File: src/rtl/iot_sequencer_pkg.sv
// Shared PDP-8 IOT definitions: opcode, device and op numbers, FSM encoding.
package iot_sequencer_pkg;

  localparam logic [2:0] IOT_OPCODE = 3'o6;

  localparam logic [5:0] DEV_CPU    = 6'o00;
  localparam logic [5:0] DEV_TTY_RX = 6'o03;
  localparam logic [5:0] DEV_TTY_TX = 6'o04;

  localparam logic [2:0] OP_CAF = 3'o7;

  typedef enum logic [1:0] {
    ST_IDLE = 2'd0,
    ST_REQ  = 2'd1,
    ST_DONE = 2'd2
  } iot_state_e;

  // CAF is device 0 op 7; it is the only CPU-internal IOT that drives the bus.
  function automatic logic is_caf(input logic [5:0] dev, input logic [2:0] op);
    return (dev == DEV_CPU) && (op == OP_CAF);
  endfunction

endpackage

File: src/rtl/iot_sequencer_if.sv
// Shared IO bus between the IOT sequencer (master) and the device slots (slave).
interface iot_sequencer_if #(
  parameter int NDEV = 4
) ();
  logic [5:0]         io_dev;
  logic [2:0]         io_op;
  logic               io_req;
  logic [11:0]        io_wdata;
  logic               io_caf;
  logic [NDEV-1:0]    dev_ack;
  logic [NDEV-1:0]    dev_skip;
  logic [NDEV-1:0]    dev_sac;
  logic [12*NDEV-1:0] dev_rdata;
  logic [NDEV-1:0]    dev_irq;

  modport master (
    output io_dev, io_op, io_req, io_wdata, io_caf,
    input  dev_ack, dev_skip, dev_sac, dev_rdata, dev_irq
  );

  modport slave (
    input  io_dev, io_op, io_req, io_wdata, io_caf,
    output dev_ack, dev_skip, dev_sac, dev_rdata, dev_irq
  );
endinterface

File: src/rtl/iot_sequencer_resp_merge.sv
// Combinational wired-OR merge of all device slot responses.
module iot_resp_merge #(
  parameter int NDEV = 4
) (
  input  logic [NDEV-1:0]    ack_i,
  input  logic [NDEV-1:0]    skip_i,
  input  logic [NDEV-1:0]    sac_i,
  input  logic [12*NDEV-1:0] rdata_i,
  output logic               any_ack_o,
  output logic               any_skip_o,
  output logic               any_sac_o,
  output logic [11:0]        rdata_o
);
  logic [11:0] gated [NDEV];

  // A slot only contributes read data while it asserts sac.
  generate
    for (genvar gi = 0; gi < NDEV; gi++) begin : g_gate
      assign gated[gi] = rdata_i[12*gi +: 12] & {12{sac_i[gi]}};
    end
  endgenerate

  // OR-reduce the gated read data across slots.
  always_comb begin
    rdata_o = '0;
    for (int i = 0; i < NDEV; i++) rdata_o = rdata_o | gated[i];
  end

  assign any_ack_o  = |ack_i;
  assign any_skip_o = |skip_i;
  assign any_sac_o  = |sac_i;
endmodule

File: src/rtl/iot_sequencer.sv
// PDP-8 IOT sequencer: issues one bus cycle per IOT, merges device responses,
// runs CAF and aggregates device interrupts.
// Optional: define IOT_NOACK_IRQ_EN to latch unacknowledged IOTs into a sticky
// error that also raises int_req until CAF or reset.
module iot_sequencer
  import iot_sequencer_pkg::*;
#(
  parameter int              NDEV     = 4,
  parameter logic [NDEV-1:0] IRQ_MASK = {NDEV{1'b1}}
) (
  input  logic                   clk,
  input  logic                   rst_n,
  input  logic                   iot_start_i,
  input  logic [11:0]            iot_instr_i,
  input  logic [11:0]            iot_ac_i,
  output logic                   iot_busy_o,
  output logic                   iot_done_o,
  output logic                   iot_skip_o,
  output logic                   iot_ac_load_o,
  output logic [11:0]            iot_ac_out_o,
  output logic                   iot_nodev_o,
  output logic                   int_req_o,
  iot_sequencer_if.master        bus
);
  iot_state_e  state_q;
  logic [5:0]  io_dev_q;
  logic [2:0]  io_op_q;
  logic [11:0] io_wdata_q;
  logic        io_req_q, io_caf_q;
  logic        busy_q, done_q, skip_q, ac_load_q, nodev_q, int_req_q;
  logic [11:0] ac_out_q;

  logic        any_ack, any_skip, any_sac;
  logic [11:0] merged_rdata;
  logic        irq_src;

  iot_resp_merge #(.NDEV(NDEV)) u_merge (
    .ack_i      (bus.dev_ack),
    .skip_i     (bus.dev_skip),
    .sac_i      (bus.dev_sac),
    .rdata_i    (bus.dev_rdata),
    .any_ack_o  (any_ack),
    .any_skip_o (any_skip),
    .any_sac_o  (any_sac),
    .rdata_o    (merged_rdata)
  );

`ifdef IOT_NOACK_IRQ_EN
  logic nodev_err_q;

  // Sticky error: set by an unacknowledged bus IOT, cleared by CAF.
  always_ff @(posedge clk or negedge rst_n) begin
    if (!rst_n) begin
      nodev_err_q <= 1'b0;
    end else if (state_q == ST_REQ) begin
      if (io_caf_q)      nodev_err_q <= 1'b0;
      else if (!any_ack) nodev_err_q <= 1'b1;
    end
  end

  assign irq_src = (|(bus.dev_irq & IRQ_MASK)) | nodev_err_q;
`else
  assign irq_src = |(bus.dev_irq & IRQ_MASK);
`endif

  // Main IOT FSM with all outputs registered.
  always_ff @(posedge clk or negedge rst_n) begin
    if (!rst_n) begin
      state_q    <= ST_IDLE;
      io_dev_q   <= '0;
      io_op_q    <= '0;
      io_wdata_q <= '0;
      io_req_q   <= 1'b0;
      io_caf_q   <= 1'b0;
      busy_q     <= 1'b0;
      done_q     <= 1'b0;
      skip_q     <= 1'b0;
      ac_load_q  <= 1'b0;
      ac_out_q   <= '0;
      nodev_q    <= 1'b0;
      int_req_q  <= 1'b0;
    end else begin
      // Interrupts are suppressed for the cycle that follows a CAF pulse.
      int_req_q <= io_caf_q ? 1'b0 : irq_src;
      case (state_q)
        ST_IDLE: begin
          if (iot_start_i) begin
            io_dev_q   <= iot_instr_i[8:3];
            io_op_q    <= iot_instr_i[2:0];
            io_wdata_q <= iot_ac_i;
            busy_q     <= 1'b1;
            skip_q     <= 1'b0;
            ac_load_q  <= 1'b0;
            ac_out_q   <= '0;
            nodev_q    <= 1'b0;
            if (iot_instr_i[11:9] != IOT_OPCODE) begin
              // Not an IOT word: finish at once as if nothing answered.
              state_q <= ST_DONE;
              done_q  <= 1'b1;
              nodev_q <= 1'b1;
            end else if (is_caf(iot_instr_i[8:3], iot_instr_i[2:0])) begin
              state_q  <= ST_REQ;
              io_caf_q <= 1'b1;
            end else if (iot_instr_i[8:3] == DEV_CPU) begin
              // CPU-internal ops (ION/IOF...) never touch the bus.
              state_q <= ST_DONE;
              done_q  <= 1'b1;
            end else begin
              state_q  <= ST_REQ;
              io_req_q <= 1'b1;
            end
          end
        end
        ST_REQ: begin
          io_req_q <= 1'b0;
          io_caf_q <= 1'b0;
          done_q   <= 1'b1;
          state_q  <= ST_DONE;
          if (io_caf_q) begin
            skip_q    <= 1'b0;
            ac_load_q <= 1'b1;
            ac_out_q  <= '0;
            nodev_q   <= 1'b0;
          end else begin
            skip_q    <= any_skip;
            ac_load_q <= any_sac;
            ac_out_q  <= merged_rdata;
            nodev_q   <= ~any_ack;
          end
        end
        ST_DONE: begin
          done_q    <= 1'b0;
          busy_q    <= 1'b0;
          skip_q    <= 1'b0;
          ac_load_q <= 1'b0;
          ac_out_q  <= '0;
          nodev_q   <= 1'b0;
          state_q   <= ST_IDLE;
        end
        default: state_q <= ST_IDLE;
      endcase
    end
  end

  assign bus.io_dev    = io_dev_q;
  assign bus.io_op     = io_op_q;
  assign bus.io_req    = io_req_q;
  assign bus.io_wdata  = io_wdata_q;
  assign bus.io_caf    = io_caf_q;
  assign iot_busy_o    = busy_q;
  assign iot_done_o    = done_q;
  assign iot_skip_o    = skip_q;
  assign iot_ac_load_o = ac_load_q;
  assign iot_ac_out_o  = ac_out_q;
  assign iot_nodev_o   = nodev_q;
  assign int_req_o     = int_req_q;
endmodule
File: src/flat_wrapper.sv
// flat-port wrapper written by rule: the top's interface ports become plain ports
module iot_sequencer_flat import iot_sequencer_pkg::*;
#(
  parameter int              NDEV     = 4,
  parameter logic [NDEV-1:0] IRQ_MASK = {NDEV{1'b1}}
)
  (clk, rst_n, iot_start_i, iot_instr_i, iot_ac_i, iot_busy_o, iot_done_o, iot_skip_o, iot_ac_load_o, iot_ac_out_o, iot_nodev_o, int_req_o, bus_io_dev, bus_io_op, bus_io_req, bus_io_wdata, bus_io_caf, bus_dev_ack, bus_dev_skip, bus_dev_sac, bus_dev_rdata, bus_dev_irq);
  iot_sequencer_if #(.NDEV(NDEV)) bus_i ();
  input  logic clk;
  input  logic rst_n;
  input  logic iot_start_i;
  input  logic [11:0] iot_instr_i;
  input  logic [11:0] iot_ac_i;
  output logic iot_busy_o;
  output logic iot_done_o;
  output logic iot_skip_o;
  output logic iot_ac_load_o;
  output logic [11:0] iot_ac_out_o;
  output logic iot_nodev_o;
  output logic int_req_o;
  output wire logic [$bits(bus_i.io_dev)-1:0] bus_io_dev;
  output wire logic [$bits(bus_i.io_op)-1:0] bus_io_op;
  output wire logic [$bits(bus_i.io_req)-1:0] bus_io_req;
  output wire logic [$bits(bus_i.io_wdata)-1:0] bus_io_wdata;
  output wire logic [$bits(bus_i.io_caf)-1:0] bus_io_caf;
  input wire logic [$bits(bus_i.dev_ack)-1:0] bus_dev_ack;
  input wire logic [$bits(bus_i.dev_skip)-1:0] bus_dev_skip;
  input wire logic [$bits(bus_i.dev_sac)-1:0] bus_dev_sac;
  input wire logic [$bits(bus_i.dev_rdata)-1:0] bus_dev_rdata;
  input wire logic [$bits(bus_i.dev_irq)-1:0] bus_dev_irq;
  assign bus_io_dev = bus_i.io_dev;
  assign bus_io_op = bus_i.io_op;
  assign bus_io_req = bus_i.io_req;
  assign bus_io_wdata = bus_i.io_wdata;
  assign bus_io_caf = bus_i.io_caf;
  assign bus_i.dev_ack = bus_dev_ack;
  assign bus_i.dev_skip = bus_dev_skip;
  assign bus_i.dev_sac = bus_dev_sac;
  assign bus_i.dev_rdata = bus_dev_rdata;
  assign bus_i.dev_irq = bus_dev_irq;
  iot_sequencer #(.NDEV(NDEV), .IRQ_MASK(IRQ_MASK)) u_core (.clk(clk), .rst_n(rst_n), .iot_start_i(iot_start_i), .iot_instr_i(iot_instr_i), .iot_ac_i(iot_ac_i), .iot_busy_o(iot_busy_o), .iot_done_o(iot_done_o), .iot_skip_o(iot_skip_o), .iot_ac_load_o(iot_ac_load_o), .iot_ac_out_o(iot_ac_out_o), .iot_nodev_o(iot_nodev_o), .int_req_o(int_req_o), .bus(bus_i));
endmodule
File: config.mk
export PLATFORM = sky130hd
export DESIGN_NAME = iot_sequencer_flat
export DESIGN_NICKNAME = d
export VERILOG_FILES = /design/src/rtl/iot_sequencer_pkg.sv /design/src/rtl/iot_sequencer_if.sv /design/src/rtl/iot_sequencer_resp_merge.sv /design/src/rtl/iot_sequencer.sv /design/src/flat_wrapper.sv
export SDC_FILE = /design/constraint.sdc
export NUM_CORES = 1
export LEC_CHECK = 0
export ABC_AREA = 1
export BUFFER_PORTS_ARGS = -buffer_cell sky130_fd_sc_hd__buf_2
export CAP_MARGIN = 20
export CELL_PAD_IN_SITES_DETAIL_PLACEMENT = 2
export CELL_PAD_IN_SITES_GLOBAL_PLACEMENT = 2
export CORE_MARGIN = 1.5
export CORE_UTILIZATION = 22
export DETAILED_ROUTE_END_ITERATION = 16
export HOLD_SLACK_MARGIN = 0.1
export PLACE_DENSITY = 0.88
export SLEW_MARGIN = 10
export SYNTH_ARGS = -nofsm -noshare
export SYNTH_HDL_FRONTEND = slang
export SYNTH_SLANG_ARGS = --single-unit
File: constraint.sdc
create_clock -name clk -period 1.8 [get_ports clk]
set_clock_uncertainty 0.2 [all_clocks]
set_input_delay 0.09 -clock clk [delete_from_list [all_inputs] [get_ports clk]]
set_output_delay 0.09 -clock clk [all_outputs]
set_load 0.02 [all_outputs]
# Word-level counts from Yosys, hierarchy flattened
# Cells that the tools add are included.
[classes] bitwise_logic=8 n_reduce_logical=16 mux=34 n_eq_ne=11
[ops] cell="$and A12 B12 Y12" count=4
[ops] cell="$or A12 B12 Y12" count=3
[ops] cell="$pmux W12 S3" count=1
[ops] cell="$mux W12" count=2
[ops] cell="$mux W1" count=19
[ops] cell="$reduce_or A4 Y1" count=4
[ops] cell="$pmux W1 S3" count=4
[ops] cell="$mux W2" count=4
[ops] cell="$ne A2 B2 Y1 const B" count=4
[ops] cell="$reduce_and A4 Y1" count=2
[ops] cell="$logic_not A6 Y1" count=1
[ops] cell="$pmux W1 S2" count=3
[ops] cell="$reduce_and A2 Y1" count=3
[ops] cell="$reduce_and A5 Y1" count=1
[ops] cell="$pmux W2 S2" count=1
[ops] cell="$reduce_bool A2 Y1" count=2
[ops] cell="$eq A3 B3 Y1 const B" count=1
[ops] cell="$ne A3 B1 Y1 const B" count=1
[ops] cell="$ne A3 B2 Y1 const B" count=1
[ops] cell="$ne A3 B3 Y1 const B" count=1
[ops] cell="$reduce_bool A3 Y1" count=1
[ops] cell="$eq A2 B1 Y1 const B" count=1
[ops] cell="$eq A2 B2 Y1 const B" count=1
[ops] cell="$logic_not A2 Y1" count=1
[ops] cell="other kinds (3)" count=3
[totals] register_bits=43 in_bits=91 out_inout_bits=41

# Longest topological paths before layout
# Gate-level depths: netlist of run 1.
[logic_depth] ltp_word=6 depth_mapped=9 mapped_depth_nobuf=8

# By module
# A second synthesis of run 1 with hierarchy kept.
[unflattened] cells_unflattened=334 hier_area_um2=2339.7
[by_module_without_submodules] module="iot_sequencer" seq_area_each_um2=1076.0 area_per_inst_um2=1855.5 instances=1 cells_each=213
[by_module_without_submodules] module="iot_resp_merge" seq_area_each_um2=0.0 area_per_inst_um2=484.2 instances=1 cells_each=121

# Worst setup path after synthesis of run 1
# Ideal clock, no wire load.
[synth_timing] path_type="flip-flop to flip-flop" from="register u_core.state_q[0]" to="register u_core.skip_q (netlist: u_core.iot_skip_o)" setup_slack_ps=228 setup_ps=126 arrival_time_ps=1246 path_buffers=1 path_stages_with_launch=9 cell_sequence="dfrtp_1 inv_1 ha_1 inv_2 nor2_4 nor2_8 nand3_4 buf_6 o21ai_2"
[synth_between] elab_chain_cells=3 word_cells_on_any_way=7 cone_classes="3 x eq/ne; 1 x mux; 3 x reduce/logical"
[synth_rtl] element="from (decl)" line_no="iot_sequencer.sv:25" text="iot_state_e state_q;"
[synth_rtl] element="from (signal assigned)" line_no="iot_sequencer.sv:69" text="state_q <= ST_IDLE;"
[synth_rtl] element="from (signal assigned)" line_no="iot_sequencer.sv:98" text="state_q <= ST_DONE;"
[synth_rtl] element="from (signal assigned)" line_no="iot_sequencer.sv:102" text="state_q <= ST_REQ;"
[synth_rtl] element="$eq A2 B2 Y1 (tied with other cells)" line_no="iot_sequencer.sv:85" text="case (state_q)"
[synth_rtl] element="$reduce_bool A3 Y1 (no line) / $ne A2 B2 Y1 (equally long branches)"
[synth_rtl] element="$reduce_and A2 Y1 (no line)"
[synth_rtl] element="to (signal assigned)" line_no="iot_sequencer.sv:125" text="skip_q <= any_skip;"
[synth_rtl] element="to (decl)" line_no="iot_sequencer.sv:30" text="logic busy_q, done_q, skip_q, ac_load_q, nodev_q, int_req_q;"
# Parallel ways exist; a longest one is shown, timed or not.
# A chain may end at the register's enable or synchronous reset.

# Worst setup path after layout of run 1
[layout_timing] from="input bus_dev_rdata[42]" to="register u_core.ac_out_q[6] (netlist: u_core.iot_ac_out_o[6])"
[layout_between] elab_chain_cells=4
[layout_rtl] element="from (decl)" line_no="flat_wrapper.sv:29" text="input wire logic [$bits(bus_i.dev_rdata)-1:0] bus_dev_rdata;"
[layout_rtl] element="$and A12 B12 Y12" line_no="iot_sequencer_resp_merge.sv:19" text="assign gated[gi] = rdata_i[12*gi +: 12] & {12{sac_i[gi]}};"
[layout_rtl] element="$or A12 B12 Y12" line_no="iot_sequencer_resp_merge.sv:26" text="for (int i = 0; i < NDEV; i++) rdata_o = rdata_o | gated[i];"
[layout_rtl] element="$mux W12" line_no="iot_sequencer.sv:119" text="if (io_caf_q) begin"
[layout_rtl] element="$pmux W12 S3" line_no="iot_sequencer.sv:85"
[layout_rtl] element="to (signal assigned)" line_no="iot_sequencer.sv:127" text="ac_out_q <= merged_rdata;"
[layout_rtl] element="to (decl)" line_no="iot_sequencer.sv:31" text="logic [11:0] ac_out_q;"
# Every way passes these cells.

==> summary by stage, run 1 <==
Power
The worst-case IR drop observed on VDD is 0.456 mV. The leakage power is around 2.1 nW. The share of total power dissipated in the clock network is 0.189. The fraction of power consumed by combinational cells is 0.460. Of the total power, the share spent switching nets is 0.413. The switching power is 1.69 mW. The internal power of the cells is approximately 2.4 mW.

The sequential group share of total power is 0.351. For this design the ratio of total power to cell area is 1050 mW/mm2.

Global route
The first global-routing pass estimated 16.2 mm of wire. The pin count of the biggest net entering global routing is 23. The number of global-route vias before repair was 3112. The initial antenna violation count is 1. The global-route usage over all layers is 0.207. Summed over all layers, the global routing overflow is 0.

Critical path
The required time of the critical path is 1.79 ns. The largest incremental delay on the critical path is 0.61 ns. The worst reg2reg path endpoint is u_core.iot_ac_out_o[3]$_DFFE_PN0P_. The dominant cell type by count on the critical path is sky130_fd_sc_hd__dlygate4sd3_1.

STA classifies the critical path startpoint as a primary input. The launch point of the worst reg-to-reg path is u_core.state_q[0]$_DFFE_PN0P_. The worst path arrival time is 1.75 ns. On the critical path, the stage with the largest delay is an instance of sky130_fd_sc_hd__dlygate4sd3_1. Along the worst path, the maximum fanout reaches 1. The instance count on the critical path is 6. STA classifies the critical path endpoint as a flip-flop. The path type of the worst setup path is in -> reg.

The worst-case reg-to-reg path depth is 7. The termination of the worst setup path is u_core.iot_ac_out_o[6]$_DFFE_PN0P_. Setup slack on the worst reg-to-reg path comes out at 0.10 ns. The family with the most delay on the worst path is buffers and inverters. The number of buffers and inverters on the critical path is 3. The launching element of the worst setup path is bus_dev_rdata[42].

Walking the worst path, the cells encountered are dlygate4sd3_1, buf_2, a22o_1, dlygate4sd3_1, nor2_4, o21ai_2.

Synthesis
By area the synthesized netlist is led by sky130_fd_sc_hd__dfrtp_1 (50%), sky130_fd_sc_hd__nand2_1 (17%), sky130_fd_sc_hd__a22o_1 (7.3%). For this run, the number of Yosys warnings is 0. The number of nets handed over by synthesis was 346. The register bit total from synthesis is 43. The mapped netlist covers 0.00215 mm2. The synthesized netlist cell count is ~250. The post-synthesis cell type count is 23. The cell taking the most area after synthesis is sky130_fd_sc_hd__dfrtp_1. Of the post-synthesis cell area, the dominant cell type holds 0.501. The portion of the post-synthesis area used by sequential elements is 0.501. The per-instance average area after synthesis is 8.56 um2.

Clock network
The clock passes through at most 2 buffers. Clock-pin slew was measured on the worst setup and hold paths at around 0.080 ns. The H-tree level count is 2. The later-pin clock latency in the skew report is 0.30 ns. TritonCTS built the clock tree.

Counting every sink on the clock net gives 43. TritonCTS created 5 clock buffers. The cell chosen for the clock root is sky130_fd_sc_hd__clkbuf_8.

STA
The final hold violation count is 0. The clock period could shrink to 1.76 ns. The worst hold slack is roughly 0.045 ns.

The final sum of negative setup slack is 0 ns. The final count of pins violating max slew was 0. Setup violations remaining at the end of the flow were counted as 0. Based on the critical path, the design can be clocked at up to 570 MHz. The final critical-path setup slack is 0.0449 ns.

Measured against its own limit, the worst slew margin works out to 0.653. Of the available clock period, the critical path in the final layout requires 0.975. Setup repair after global routing left no endpoint under its margin. The pin slew with the least headroom to its limit is roughly 0.52 ns.

Detailed routing
The detailed-route vias per instance is 4.49. After detailed routing, the average wire length per cell comes to 17.6 um. Once detail routing completed, the nets flagged for antenna violations numbered 0. The initial detailed-routing violation count is 31. The length of the first detailed-routing pass in iterations is 4. The wire length after detailed routing is 10.5 mm. For this block, the via count after detailed routing is 2676.

The post-detailed-route DRC marker count is 0.

Die
The total I/O pin count is 132. After floorplanning, the core was sized to cover 0.00937 mm2. The initial utilization of the core area, before any placement, comes to 0.229. The site row count is 35.

The die covers 0.0104 mm2. In this run the horizontal extent of the chip is 102 um. In this run the vertical extent of the chip is about 100 um.

Final layout
The layout has 1085 filler cells. After routing the design area is roughly 0.0039 mm2. The area growth from synthesis to layout is 81.4%.

After the last flow step, the layout net total stands at 560. The sequential cell area in the final layout is 0.00108 mm2. Once layout is complete, the utilization of the core stands at 0.416.

The fraction of layout instances using a drive strength above 1 is 0.369. Summing all multi-input logic gate instances after layout gives approximately 990 um2.

Outcome
The flow ran to the end, and the final reports show no timing, DRC or antenna violations.

Min path
In this run the most critical hold path is launched from iot_instr_i[10]. The tightest min-delay check is of the in -> reg type.

Place
OpenSTA, run right after detailed placement, puts the worst setup slack at -0.000442 ns. The cell area after placement is roughly 0.003 mm2. The count of buffers from port buffering is 131.

The final RePlAce weighted congestion is approximately 0.73. The sum of net half-perimeters after detailed placement is between 6 and 7 mm.

Run
The max-capacitance violation count is 0.
-- area by class of cell --
cell class	count	area share
Antenna cell	1	0.000642
Clock buffer	5	0.0177
Clock inverter	3	0.0112
Inverter	14	0.0148
Multi-Input combinational cell	185	0.254
Sequential cell	43	0.276
Tap cell	129	0.0414
Timing Repair Buffer	216	0.384
-- flip-flops by register name (all words and copies together) (netlist names) --
signal / count
u_core.bus.io_caf: 1
u_core.bus.io_dev: 6
u_core.bus.io_op: 3
u_core.bus.io_req: 1
u_core.bus.io_wdata: 12
u_core.int_req_o: 1
u_core.iot_ac_load_o: 1
u_core.iot_ac_out_o: 12
u_core.iot_busy_o: 1
u_core.iot_done_o: 1
u_core.iot_nodev_o: 1
u_core.iot_skip_o: 1
u_core.state_q: 2
-- worst register-to-register path, cell delays in order (launching register included) --
cell                      delay (ns)
sky130_fd_sc_hd__dfrtp_1        0.42
sky130_fd_sc_hd__inv_2          0.08
sky130_fd_sc_hd__ha_2           0.21
sky130_fd_sc_hd__inv_2          0.09
sky130_fd_sc_hd__nor2_4         0.07
sky130_fd_sc_hd__nor2_8         0.20
sky130_fd_sc_hd__nand3_4        0.17
sky130_fd_sc_hd__o21ai_2        0.20
-- cells by family (layout without fill, tap and decap cells) --
family,count (synthesis),in the layout,synth area share
and+or+nand+nor,136,137,0.267
adders and majority gates,4,4,0.0233
buffers and inverters,24,238,0.0565
other,0,1,0
DFF,43,43,0.501
AOI/OAI and AO/OA,44,44,0.153
-- per-layer routing --
| layer | part of all wire | vias up | routed length, um | global-route usage |
|---|---|---|---|---|
| li1 | - | 1251 | - | - |
| met1 | 0.36 | 1298 | 3730 | 0.204 |
| met2 | 0.56 | 116 | 5860 | 0.421 |
| met3 | 0.072 | 11 | 759 | 0.0534 |
| met4 | 0.012 | 0 | 127 | 0.0548 |
| met5 | 0 | - | 0 | 0 |
-- how the worst min path moves through the flow --
stage                                              end  slack, ns  depth (start not counted)
floorplan                u_core.bus.io_caf$_DFFE_PN0P_      -0.41                          0
global placement      u_core.bus.io_dev[0]$_DFFE_PN0P_      -0.12                          1
detailed placement  u_core.bus.io_wdata[5]$_DFFE_PN0P_      -0.10                          1
CTS                 u_core.bus.io_wdata[5]$_DFFE_PN0P_       0.10                          2
global route             u_core.state_q[0]$_DFFE_PN0P_       0.10                          5
finish                   u_core.state_q[0]$_DFFE_PN0P_       0.05                          5
-- power groups by stage --
stage / Combinational, mW / Sequential, mW / Clock (mW)
final: 1.88 / 1.44 / 0.775
after global routing: 2.07 / 1.48 / 0.837
after floorplan: 0.612 / 1.79 / 0
after detailed placement: 1.63 / 1.46 / 0
after global placement: 1.55 / 1.43 / 0
after CTS: 1.78 / 1.44 / 0.810
-- stage by stage --
stage	cells	total power, mW
detailed placement	506	3.08
global route	596	4.39
finish	596	4.09
floorplan	251	2.40
global placement	506	2.98
CTS	590	4.03
-- timing repair --
action                     in CTS  in global routing
cloned                          1                  0
pin swaps                       0                  2
hold endpoints to repair       85                  2
gates resized for setup         0                 14
hold buffers                   75                  3
buffers inserted                0                  4
setup endpoints to repair       4                 17
-- cell usage in the layout, fill, tap and decap left out, drive strengths merged --
cell type	Yosys	layout
nor4	2	2
o22ai	2	2
clkinv	0	2
clkbuf	1	5
dfrtp	43	43
ha	4	4
o21ai	17	17
inv	14	14
nand2	97	97
nand3	8	9
diode	0	1
buf	9	140
dlygate4sd3	0	76
nor3	3	3
nor2	23	23
a22o	18	18
a21oi	7	7
bufinv	0	1
nand4	3	3
-- cells in the mapped netlist --
library cell / instances
sky130_fd_sc_hd__nand4_1: 3
sky130_fd_sc_hd__clkbuf_1: 1
sky130_fd_sc_hd__inv_1: 12
sky130_fd_sc_hd__buf_6: 2
sky130_fd_sc_hd__a21oi_1: 7
sky130_fd_sc_hd__buf_4: 2
sky130_fd_sc_hd__nor2_4: 1
sky130_fd_sc_hd__buf_2: 5
sky130_fd_sc_hd__nor2_1: 21
sky130_fd_sc_hd__o21ai_0: 7
sky130_fd_sc_hd__inv_2: 1
sky130_fd_sc_hd__inv_4: 1
sky130_fd_sc_hd__nand2_1: 97
sky130_fd_sc_hd__a22o_1: 18
sky130_fd_sc_hd__o22ai_1: 2
sky130_fd_sc_hd__nand3_4: 1
sky130_fd_sc_hd__nor3_1: 3
sky130_fd_sc_hd__nor2_8: 1
sky130_fd_sc_hd__dfrtp_1: 43
sky130_fd_sc_hd__nand3_1: 7
sky130_fd_sc_hd__nor4_1: 2
sky130_fd_sc_hd__o21ai_2: 10
sky130_fd_sc_hd__ha_1: 4
No activity file was read; power rests on OpenSTA's default activity.
==> run 2, diff against run 1 <==
- ABC_AREA: 1 -> default
- CORE_UTILIZATION: 22 -> 24
- PLACE_DENSITY: 0.88 -> 0.89
==> run 2 against run 1 <==
Sequential share of layout area rose by 2.2 points. Sequential cell count did not move. Total power fell by 3.8%. Die area fell by 11%. Largest power group unchanged. Highest routed layer unchanged.
==> summary by stage, run 2 <==
STA
The pin slew with the least headroom to its limit came to 0.524 ns (+0.00407 ns). The final hold violation count is 0 (unchanged). The worst hold slack is 0.106 ns (+0.0602 ns). The share of the clock period used by the worst path after layout is 0.951 (-0.0238).

The final count of pins violating max slew was 0 (unchanged). The final setup violation count is 0 (unchanged). The relative max-transition margin is 0.650 (-0.00271). The final sum of negative setup slack is 0 ns (unchanged). The fmax came to 584 MHz (+2.5%). Setup repair after global routing left no endpoint under its margin. The minimum period implied by the final worst setup slack is 1.71 ns (-0.0428 ns). The final critical-path setup slack is 0.0877 ns (+0.0428 ns).

Run
The max-capacitance violation count is 0 (unchanged).

Place
The setup slack after placement is 0.0142 ns (+0.0146 ns). The count of buffers from port buffering was 131 (unchanged). The cell area after placement is 0.00286 mm2 (-2.9%). The sum of net half-perimeters after detailed placement was 5.63 mm (-12%). The cell count after placement is 410 (-19%). The final RePlAce weighted congestion is 0.733 (+0.89%).

Critical path
The maximum fanout count along the critical path is 1 (unchanged). The worst path arrival time is 1.70 ns (-0.05 ns). The kind of start point of the critical path is a primary input.

The required time of the critical path is 1.79 ns (about the same). The path type of the worst setup path is in -> reg. The endpoint kind of the worst setup timing path is a flip-flop.

Die
The floorplan die height is 95.9 um (-5.8%). The total I/O pin count is 132 (unchanged). The site row count is 33 (-5.7%). The die width is 95.9 um (-5.8%). The initial cell density of the core was 0.250 (+0.0203).

The die footprint is 0.00919 mm2 (-11%). The placeable core region is 0.00830 mm2 (-11%).

Synthesis
The synthesized netlist cell count is 179 (-29%). The post-synthesis cell type count was 30 (+30%). The per-instance average area after synthesis is 11.6 um2 (+35%). The post-synthesis instance area is 0.00207 mm2 (-3.6%). The number of synthesized flops with an enable pin is 0 (unchanged). For this run, the leading register cell type out of synthesis is sky130_fd_sc_hd__dfrtp_1. The mux cell area share after synthesis was 0.124 (+0.124). The total of warnings raised by yosys is 0 (unchanged). The share of async-settable or async-resettable flops after synthesis is 1.00 (unchanged). The synthesized design spends more area on one cell type than any other, namely sky130_fd_sc_hd__dfrtp_1. By area, the combinational part of the netlist is dominated by compound AO/OA/AOI/OAI gates. The share of synthesized cell area in and, or, nand and nor gates was 0.0943 (-0.172). The portion of the post-synthesis area used by sequential elements came to 0.520 (+0.0188). In the post-synthesis netlist, the biggest area contributors are sky130_fd_sc_hd__dfrtp_1 (52%), sky130_fd_sc_hd__mux2_2 (11%), sky130_fd_sc_hd__a221oi_1 (5.1%). The xor/xnor cell area share of the yosys netlist is 0 (unchanged). The register bit total from synthesis is 43 (unchanged). The share of the synthesized area in compound gates (AO/OA/AOI/OAI) is 0.200 (+0.0474). The adder and majority gate portion of the synthesized area is 0.0242 (+0.000873). In the synthesized netlist, the cells that appear most often are sky130_fd_sc_hd__dfrtp_1 (43), sky130_fd_sc_hd__mux2_2 (21), sky130_fd_sc_hd__nand2_1 (20). The post-synth net total came to 274 (-21%). The share of the synthesized area in the top cell type is 0.520 (+0.0188). In the post-synthesis netlist, the cell with the most instances is sky130_fd_sc_hd__dfrtp_1.

Clock network
The later-pin clock latency in the skew report is 0.29 ns (about the same). The maximum root-to-sink buffer count is 2 (unchanged). TritonCTS built the clock tree. The total number of clock tree sinks came to 43 (unchanged). The clock transition at the registers of the reported paths was 0.08 ns (about the same). The H-tree level count is 2 (unchanged). The cell chosen for the clock root is sky130_fd_sc_hd__clkbuf_8.

The TritonCTS buffer count came to 5 (unchanged).

Final layout
In the layout the commonest cells are sky130_fd_sc_hd__buf_2 (131), sky130_fd_sc_hd__dlygate4sd3_1 (58), sky130_fd_sc_hd__dfrtp_1 (43). The design area is 0.00361 mm2 (-7.4%). The fraction of layout instances using a drive strength above 1 is 0.489 (+0.120).

The most common library cell in the layout ignoring fill and taps is sky130_fd_sc_hd__buf_2. The count of non-filler cells in the finished layout is 480 (-19%). The final net count is 468 (-16%). Compared with the post-synthesis result, the final layout area differs by 74.3%.

Global route
The global-route congestion overflow total is 0 (unchanged). The pin count of the biggest net entering global routing is 23 (unchanged). The global-route usage over all layers is 0.185 (-0.0214). The first-pass GRT wire length was 12.8 mm (-21%). The number of global-route vias before repair was 2552 (-18%). The initial antenna violation count was 1 (unchanged).

Detailed routing
The number of antenna-violating nets in the routed design was 0 (unchanged). The length of the first detailed-routing pass in iterations was 4 (unchanged). The initial detailed-routing violation count is 12 (-61%). The total via count in the routed design is 2273 (-15%). The detailed-route vias per instance is 4.74 (+5.5%).

The routed wirelength normalized by instance count is 17.3 um (-1.8%). The post-detailed-route DRC marker count is 0 (unchanged). The wire length after detailed routing is 8.29 mm (-21%).

Power
The power per unit of standard cell area was 1090 mW/mm2 (+3.9%). The fraction of power consumed by combinational cells is 0.434 (-0.026). The switching power was 1.44 mW (-15%). The sequential group share of total power is 0.366 (+0.015). The relative contribution of the clock network to total power is 0.200 (+0.011). The fraction of power spent switching nets came to 0.366 (-0.0474).

The worst ir drop on vdd is 0.325 mV (-29%). The leakage power was 1.79 nW (-14%). The internal power of the cells came to 2.50 mW (+4.0%).

Min path
In this run the worst hold path is classified as in -> async.

Outcome
The run finished with clean final reports.
[run 2: cell types whose count changed after synthesis, moves of 4 or more]
cell and change:
sky130_fd_sc_hd__o21ai_0 +4, sky130_fd_sc_hd__a21oi_1 -6, sky130_fd_sc_hd__mux2_2 +21, sky130_fd_sc_hd__inv_1 -7
sky130_fd_sc_hd__a22o_1 -6, sky130_fd_sc_hd__a221oi_1 +12, sky130_fd_sc_hd__nor2_1 -16, sky130_fd_sc_hd__nand2_1 -77
sky130_fd_sc_hd__nand3_1 -5
[run 2: through the flow]
stage / util / power [mW]
2_1_floorplan: - / 2.39
3_3_place_gp: 0.345 / 2.89
3_5_place_dp: 0.345 / 3.01
4_1_cts: 0.429 / 3.92
5_1_grt: 0.434 / 4.22
6_report: 0.435 / 3.94
[run 2: layout make-up]
| type | instances | area [um2] |
|---|---|---|
| inverters | 5 | 18.8 |
| clock inverters | 2 | 35.0 |
| diodes | 1 | 2.50 |
| clock buffers | 6 | 82.6 |
| fillers | 909 | 4690 |
| multi-input cells | 122 | 945 |
| repair buffers | 196 | 1320 |
| well taps | 105 | 131 |
| flip-flops and latches | 43 | 1080 |
[run 2: metal layers]
layer	up-vias	GRT usage	part of all wire
li1	1057	-	-
met1	1096	0.168	0.34
met2	111	0.391	0.57
met3	9	0.0569	0.085
met4	0	0.0380	0.011
met5	-	0	0
[run 2: cells by family after synthesis]
| family | after synthesis |
|---|---|
| AOI/OAI and AO/OA | 54 |
| muxes | 23 |
| adders and majority gates | 4 |
| buffers and inverters | 15 |
| DFF | 43 |
| and+or+nand+nor | 40 |
[run 2: power by group through the flow]
stage	combinational [mW]	clock, mW	sequential, mW
finish	1.71	0.786	1.44
global route	1.88	0.855	1.48
CTS	1.66	0.818	1.44
detailed placement	1.55	0	1.46
global placement	1.47	0	1.41
floorplan	0.598	0	1.79
[run 2: worst paths after layout]
kind	startpoint	end	slack, ns	cells after the start
worst max register to register	u_core.state_q[1]$_DFFE_PN0P_	u_core.bus.io_wdata[1]$_DFFE_PN0P_	0.12	5
min in group clk	iot_instr_i[4]	u_core.state_q[1]$_DFFE_PN0P_	0.15	5
worst min-delay path	rst_n	u_core.bus.io_wdata[1]$_DFFE_PN0P_	0.11	2
worst max-delay path	bus_dev_rdata[39]	u_core.iot_ac_out_o[3]$_DFFE_PN0P_	0.09	5
max in group asynchronous	rst_n	u_core.iot_ac_out_o[2]$_DFFE_PN0P_	0.78	3
worst min register to register	u_core.iot_ac_out_o[5]$_DFFE_PN0P_	u_core.iot_ac_out_o[5]$_DFFE_PN0P_	0.28	2
[run 2: critical path: stages]
cell                            delay [ns]
sky130_fd_sc_hd__dlygate4sd3_1        0.54
sky130_fd_sc_hd__buf_2                0.12
sky130_fd_sc_hd__a221oi_1             0.28
sky130_fd_sc_hd__dlygate4sd3_1        0.63
sky130_fd_sc_hd__o21ai_2              0.05
[run 2: timing repair]
action / 4_1_cts / 5_1_grt
pin swaps: 1 / 1
hold buffers: 58 / 0
endpoints found under the setup margin: 1 / 21
cloned: 0 / 1
setup buffers: 0 / 2
endpoints found under the hold margin: 84 / 0
resized for setup: 0 / 10
